--- src/rtl/seq_detect.sv ---
// Serial pattern detector: Moore FSM tracking the longest matched prefix of PATTERN.
// Optional saturating match counter enabled by defining SEQ_DETECT_CNT_EN.
module seq_detect #(
  parameter int unsigned      PAT_W   = 4,
  parameter logic [PAT_W-1:0] PATTERN = 4'b1101,
  parameter int unsigned      OVERLAP = 1,
  localparam int unsigned     SW      = $clog2(PAT_W + 1)
) (
  input  logic          clk,
  input  logic          Reset,
  input  logic          w,
  input  logic          en,
  output logic [SW-1:0] State,
  output logic          z
`ifdef SEQ_DETECT_CNT_EN
  ,
  output logic [7:0]    match_cnt
`endif
);

  localparam logic [SW-1:0] FULL = SW'(PAT_W);

  // Longest prefix of PATTERN that is a suffix of (prefix of length k, then b).
  // Bit i of the prefix is PATTERN[PAT_W-1-i] since the MSB arrives first.
  function automatic int unsigned fallback(input int unsigned k, input logic b);
    int unsigned best;
    int unsigned lim;
    int unsigned p;
    logic        ok;
    logic        sb;
    best = 0;
    lim  = (k + 1 > PAT_W) ? PAT_W : k + 1;
    for (int unsigned j = 1; j <= lim; j++) begin
      ok = 1'b1;
      for (int unsigned i = 0; i < j; i++) begin
        p = k + 1 - j + i;
        if (p == k) sb = b;
        else        sb = PATTERN[PAT_W-1-p];
        if (sb != PATTERN[PAT_W-1-i]) ok = 1'b0;
      end
      if (ok) best = j;
    end
    return best;
  endfunction

  function automatic logic [(PAT_W+1)*SW-1:0] build(input logic b);
    logic [(PAT_W+1)*SW-1:0] t;
    int unsigned             nx;
    t = '0;
    for (int unsigned k = 0; k <= PAT_W; k++) begin
      if (k == PAT_W && OVERLAP == 0) nx = (b == PATTERN[PAT_W-1]) ? 1 : 0;
      else                            nx = fallback(k, b);
      t[k*SW +: SW] = SW'(nx);
    end
    return t;
  endfunction

  localparam logic [(PAT_W+1)*SW-1:0] TBL0 = build(1'b0);
  localparam logic [(PAT_W+1)*SW-1:0] TBL1 = build(1'b1);

  logic [SW-1:0] nxt;

  always_comb begin
    nxt = State;
    if (en) begin
      if (State > FULL) nxt = '0;
      else if (w)       nxt = TBL1[State*SW +: SW];
      else              nxt = TBL0[State*SW +: SW];
    end
  end

  // z is registered from the next state so it always equals (State == PAT_W).
  always_ff @(posedge clk or posedge Reset) begin
    if (Reset) begin
      State <= '0;
      z     <= 1'b0;
`ifdef SEQ_DETECT_CNT_EN
      match_cnt <= '0;
`endif
    end else begin
      State <= nxt;
      z     <= (nxt == FULL);
`ifdef SEQ_DETECT_CNT_EN
      if (en && nxt == FULL && match_cnt != '1) match_cnt <= match_cnt + 8'd1;
`endif
    end
  end

endmodule

--- config.mk ---
export PLATFORM = sky130hd
export DESIGN_NAME = seq_detect
export DESIGN_NICKNAME = d
export VERILOG_FILES = /design/src/rtl/seq_detect.sv
export SDC_FILE = /design/constraint.sdc
export NUM_CORES = 1
export LEC_CHECK = 0
export ABC_CLOCK_PERIOD_IN_PS = 2540
export CORE_AREA = 2 2 39 41
export DETAILED_ROUTE_END_ITERATION = 8
export DIE_AREA = 0 0 41 43
export PLACE_DENSITY = 0.33
export SLEW_MARGIN = 20
export SYNTH_ARGS = -nofsm -noshare
export SYNTH_HDL_FRONTEND = slang
export SYNTH_SLANG_ARGS = --single-unit
--- constraint.sdc ---
create_clock -name clk -period 2.54 [get_ports clk]
set_clock_uncertainty 0.15 [all_clocks]
set_input_delay 0.254 -clock clk [delete_from_list [all_inputs] [get_ports clk]]
set_output_delay 0.254 -clock clk [all_outputs]
set_load 0.005 [all_outputs]
Word-level counts from Yosys, hierarchy flattened
Cells that the tools add are included.
- shift operators: 2
- divide/modulo/power cells: 0
- bitwise gates (word level): 0
- $mul: 1
- add/sub/neg operators: 0
- reduce and logical (&&, ||, !) cells: 0
- equality and inequality tests: 1
- order comparisons: 1
- muxes and demuxes: 3
- operators by type and width (cell ; count):
    $shiftx 15x6->3 const A ; 2
    $mux 3 ; 3
    $mul 3x2->5 const B ; 1
    $eq 3x3->1 const B ; 1
    $gt 3x3->1 const B ; 1
- output and inout port bits: 4
- memory bits (read-only): 0
- memories kept: 0
- logic and storage cells: 10
- register bits: 4
- input bits: 4
- memory bits (writable): 0
- latch bits: 0

Logic depth before layout (Yosys ltp)
- depth after elaboration: 6
- gate-level depth with buffers: 3
- mapped depth without buffers: 3

Least setup slack after synthesis
No wires, ideal clock.
- kind: reg2reg
- start: register State[1]
- end: register State[1]
- path slack: 1.379 ns
- buffers on the path: 0
- data required time: 2.300 ns
- stages on the path, launching flop included: 4
- library setup time: 0.090 ns
- arrival time: 0.920 ns
- clock period less this slack: 1.161 ns
- path through: dfrtp_1 clkinv_2 mux2_4 o221ai_1
- word-level cells in the longest chain between the ends: 5
- elaborated cells on any way between the ends: 7
- classes of those cells: mul (1); order compare (1); shift (2); mux (3)
- ends and longest elaborated chain (what ; RTL line ; RTL):
    from (decl) ; 13 ; output logic [SW-1:0] State,
    from (signal assigned) ; 81 ; State <= nxt;
    $mul 3x2->5 ; 67, 68 ;
    $shiftx 15x6->3 (on tied branches) ; 68, 67 ;
    $mux 3 ; 67 ; else if (w) nxt = TBL1[State*SW +: SW];
    $mux 3 ; 66 ; if (State > FULL) nxt = '0;
    $mux 3 * ; 65 ; if (en) begin
    net nxt[1] ; 61 ; logic [SW-1:0] nxt;
The timed path passes the listed nets; every way through them passes the cells marked *.

Worst setup path after layout
- start: register State[2]
- end: output port State[2]
No word-level cell between the ends.

==> summary.md <==
| Metric | Value |
|---|---|
| Status | `finished, final reports clean` |
| Max Fclk | `631 MHz` |
| Reg2reg setup slack | `1.29 ns` |
| Starting Density | `0.141` |
| Post-Syn Area | `195 um2` |
| P per Cell Area | `1020 nW/um2` |
| Crit path buffers/inverters | `1` |
| Most frequent cells in the layout | `clkdlybuf4s50_1 (7), dfrtp_1 (4), inv_1 (3), o21ai_0 (3), clkbuf_4 (3)` |
| First-pass GRT wire length | `752 um` |
| RD Place Congestion | `0.740` |
| Clock Tree Root | `clkbuf_4` |
| DR vias | `180` |
| Seq/Total Area, Yosys | `0.513` |
| Min Hold Slack | `0.0579 ns` |
| Ports | `8` |
| Std cell rows | `14` |
| Kind of critical path | `register to output port` |
| Remaining Overflow, GRT | `0` |
| Max-cap viol count | `0` |
| Synthesized instance count | `20` |
| Worst-margin pin slew | `0.209 ns` |
| Final min period | `1.58 ns` |
| RR Startpoint | `State[1]` |
| Resize count post-CTS | `0` |
| Tot GR Track Use | `0.0702` |
| Critical Path End Type | `output port` |
| Relative slew margins | `0.860` |
| Synth unique cells | `12` |
| Worst r2r path cells | `3` |
| Initial antenna violation count | `0` |
| TritonCTS Buffers | `3` |
| Worst hold path type | `input port to async pin` |
| Syn. warnings | `0` |
| Syn Nets | `24` |
| # H-tree levels | `1` |
| CTS Hold Bufs | `0` |
| Layout Nets | `36` |
| CP max stage delay | `0.53 ns` |
| Die width | `41 um` |
| RSZ-0062 raised after global routing | `no` |
| Post-synth top area cell | `dfrtp_1` |
| Crit-path max FO | `6` |
| IO buf count | `7` |
| Commonest non-fill, non-tap cell in the layout | `clkdlybuf4s50_1` |
| CTS tree | `built` |
| Period utilization | `0.624` |
| Worst skew pair latency | `0.23 ns` |
| Arrival @ worst endpoint | `1.18 ns` |
| 1st-pass router iterations | `2` |
| Synth area leaders | `dfrtp_1 (51%), o21ai_0 (7.7%), mux2_4 (7.7%), nand4_1 (6.4%), inv_1 (5.8%)` |
| Hold Vio Cnt, Final | `0` |
| Nature of the critical path startpoint | `register` |
| # diodes | `0` |
| Max Transition Viols Final | `0` |
| Share of the synthesized area in the top cell type | `0.513` |
| Dpl hpwl | `351 um` |
| CTS Sinks | `4` |
| Average cell area after synthesis | `9.76 um2` |
| Pin count of the biggest net entering global routing | `8` |
| Final ANT Viol Nets | `0` |
| #FFs+latches synth | `4` |
| Remaining DRCs | `0` |
| Clock Tree Buf Depth | `2` |
| CP max stage cell | `clkdlybuf4s50_1` |
| Iteration-0 DRC Markers | `1` |
| Required time of the critical path | `2.14 ns` |
| Critical path's top delay family | `buffers and inverters` |
| Final setup TNS | `0 ns` |
| Full die area | `1760 um2` |
| Crit-path cells | `clkdlybuf4s50_1` |
| Vias in the first global route | `183` |
| Die height | `43 um` |
| WL per Instance | `9.17 um` |
| Final setup vio count | `0` |
| Leak pwr | `0.130 nW` |
| Worst R2R End | `State[1]` |
| Peak VDD IR | `191 uV` |
| Core area | `1380 um2` |
| Post-CTS Setup Inserts | `0` |
| Clock transition at the registers of the reported paths | `0.04 ns` |
| CP startpoint | `State[2]` |
| Total Routed Length | `422 um` |
| Share of layout cells above drive strength 1 | `0.167` |
| Total Power | `314 uW` |
| DR vias/cell | `3.91` |
| Area Overhead vs Synth | `57.7%` |
[through the flow]
stage	setup WS [ns]	instances	util	instance area [um2]
after floorplan	1.38	20	-	195
after global placement	0.892	43	0.206	285
after detailed placement	0.886	43	0.206	285
after CTS	0.930	46	0.222	308
after global routing	0.884	46	0.222	308
final	0.956	46	0.222	308
[sequential cells by signal, indices dropped and copies added, names as in the netlist]
signal  flops
z           1
State       3
[worst max path at each step]
stage,cells after the start,endpoint
2_1_floorplan,3,State[1]
3_3_place_gp,4,State[1]
3_5_place_dp,4,State[1]
4_1_cts,1,State[2]
5_1_grt,1,State[2]
6_report,1,State[2]
[power breakdown]
group          total [mW]  internal [mW]  leakage, nW  switching (mW)
clock network      0.0756         0.0526       0.0138          0.0230
logic               0.123         0.0777       0.0649          0.0455
registers           0.115         0.0865       0.0513          0.0286
[final cells by class]
type	instances	area, um2
fill	148	1080
sequential	4	100
tap	16	20.0
inverter	4	16.3
clock buffer	3	22.5
timing repair buffer	7	70.1
multi-input combinational	12	78.8
[cell usage after synthesis (all sizes together)]
cell	instances
clkinv	1
mux2	1
xor2	1
o21ai	3
dfrtp	4
nor2	1
nand3	1
nand4	2
o221ai	1
inv	3
nand2	1
or3	1
[kinds of logic after synthesis]
logic type | count (synthesis) | share of synthesized area
buffers and inverters | 4 | 0.0833
and+or+nand+nor | 6 | 0.160
xor gates and xnor gates | 1 | 0.0449
muxes | 1 | 0.0769
AOI/OAI and AO/OA | 4 | 0.122
DFF | 4 | 0.513
[routing by layer]
layer	part of all wire	GRT usage
met2	0.51	0.0813
met4	0	0.100
met3	0.052	0.0157
met1	0.43	0.0833
met5	0	0
(Power assumes the default switching activity.)
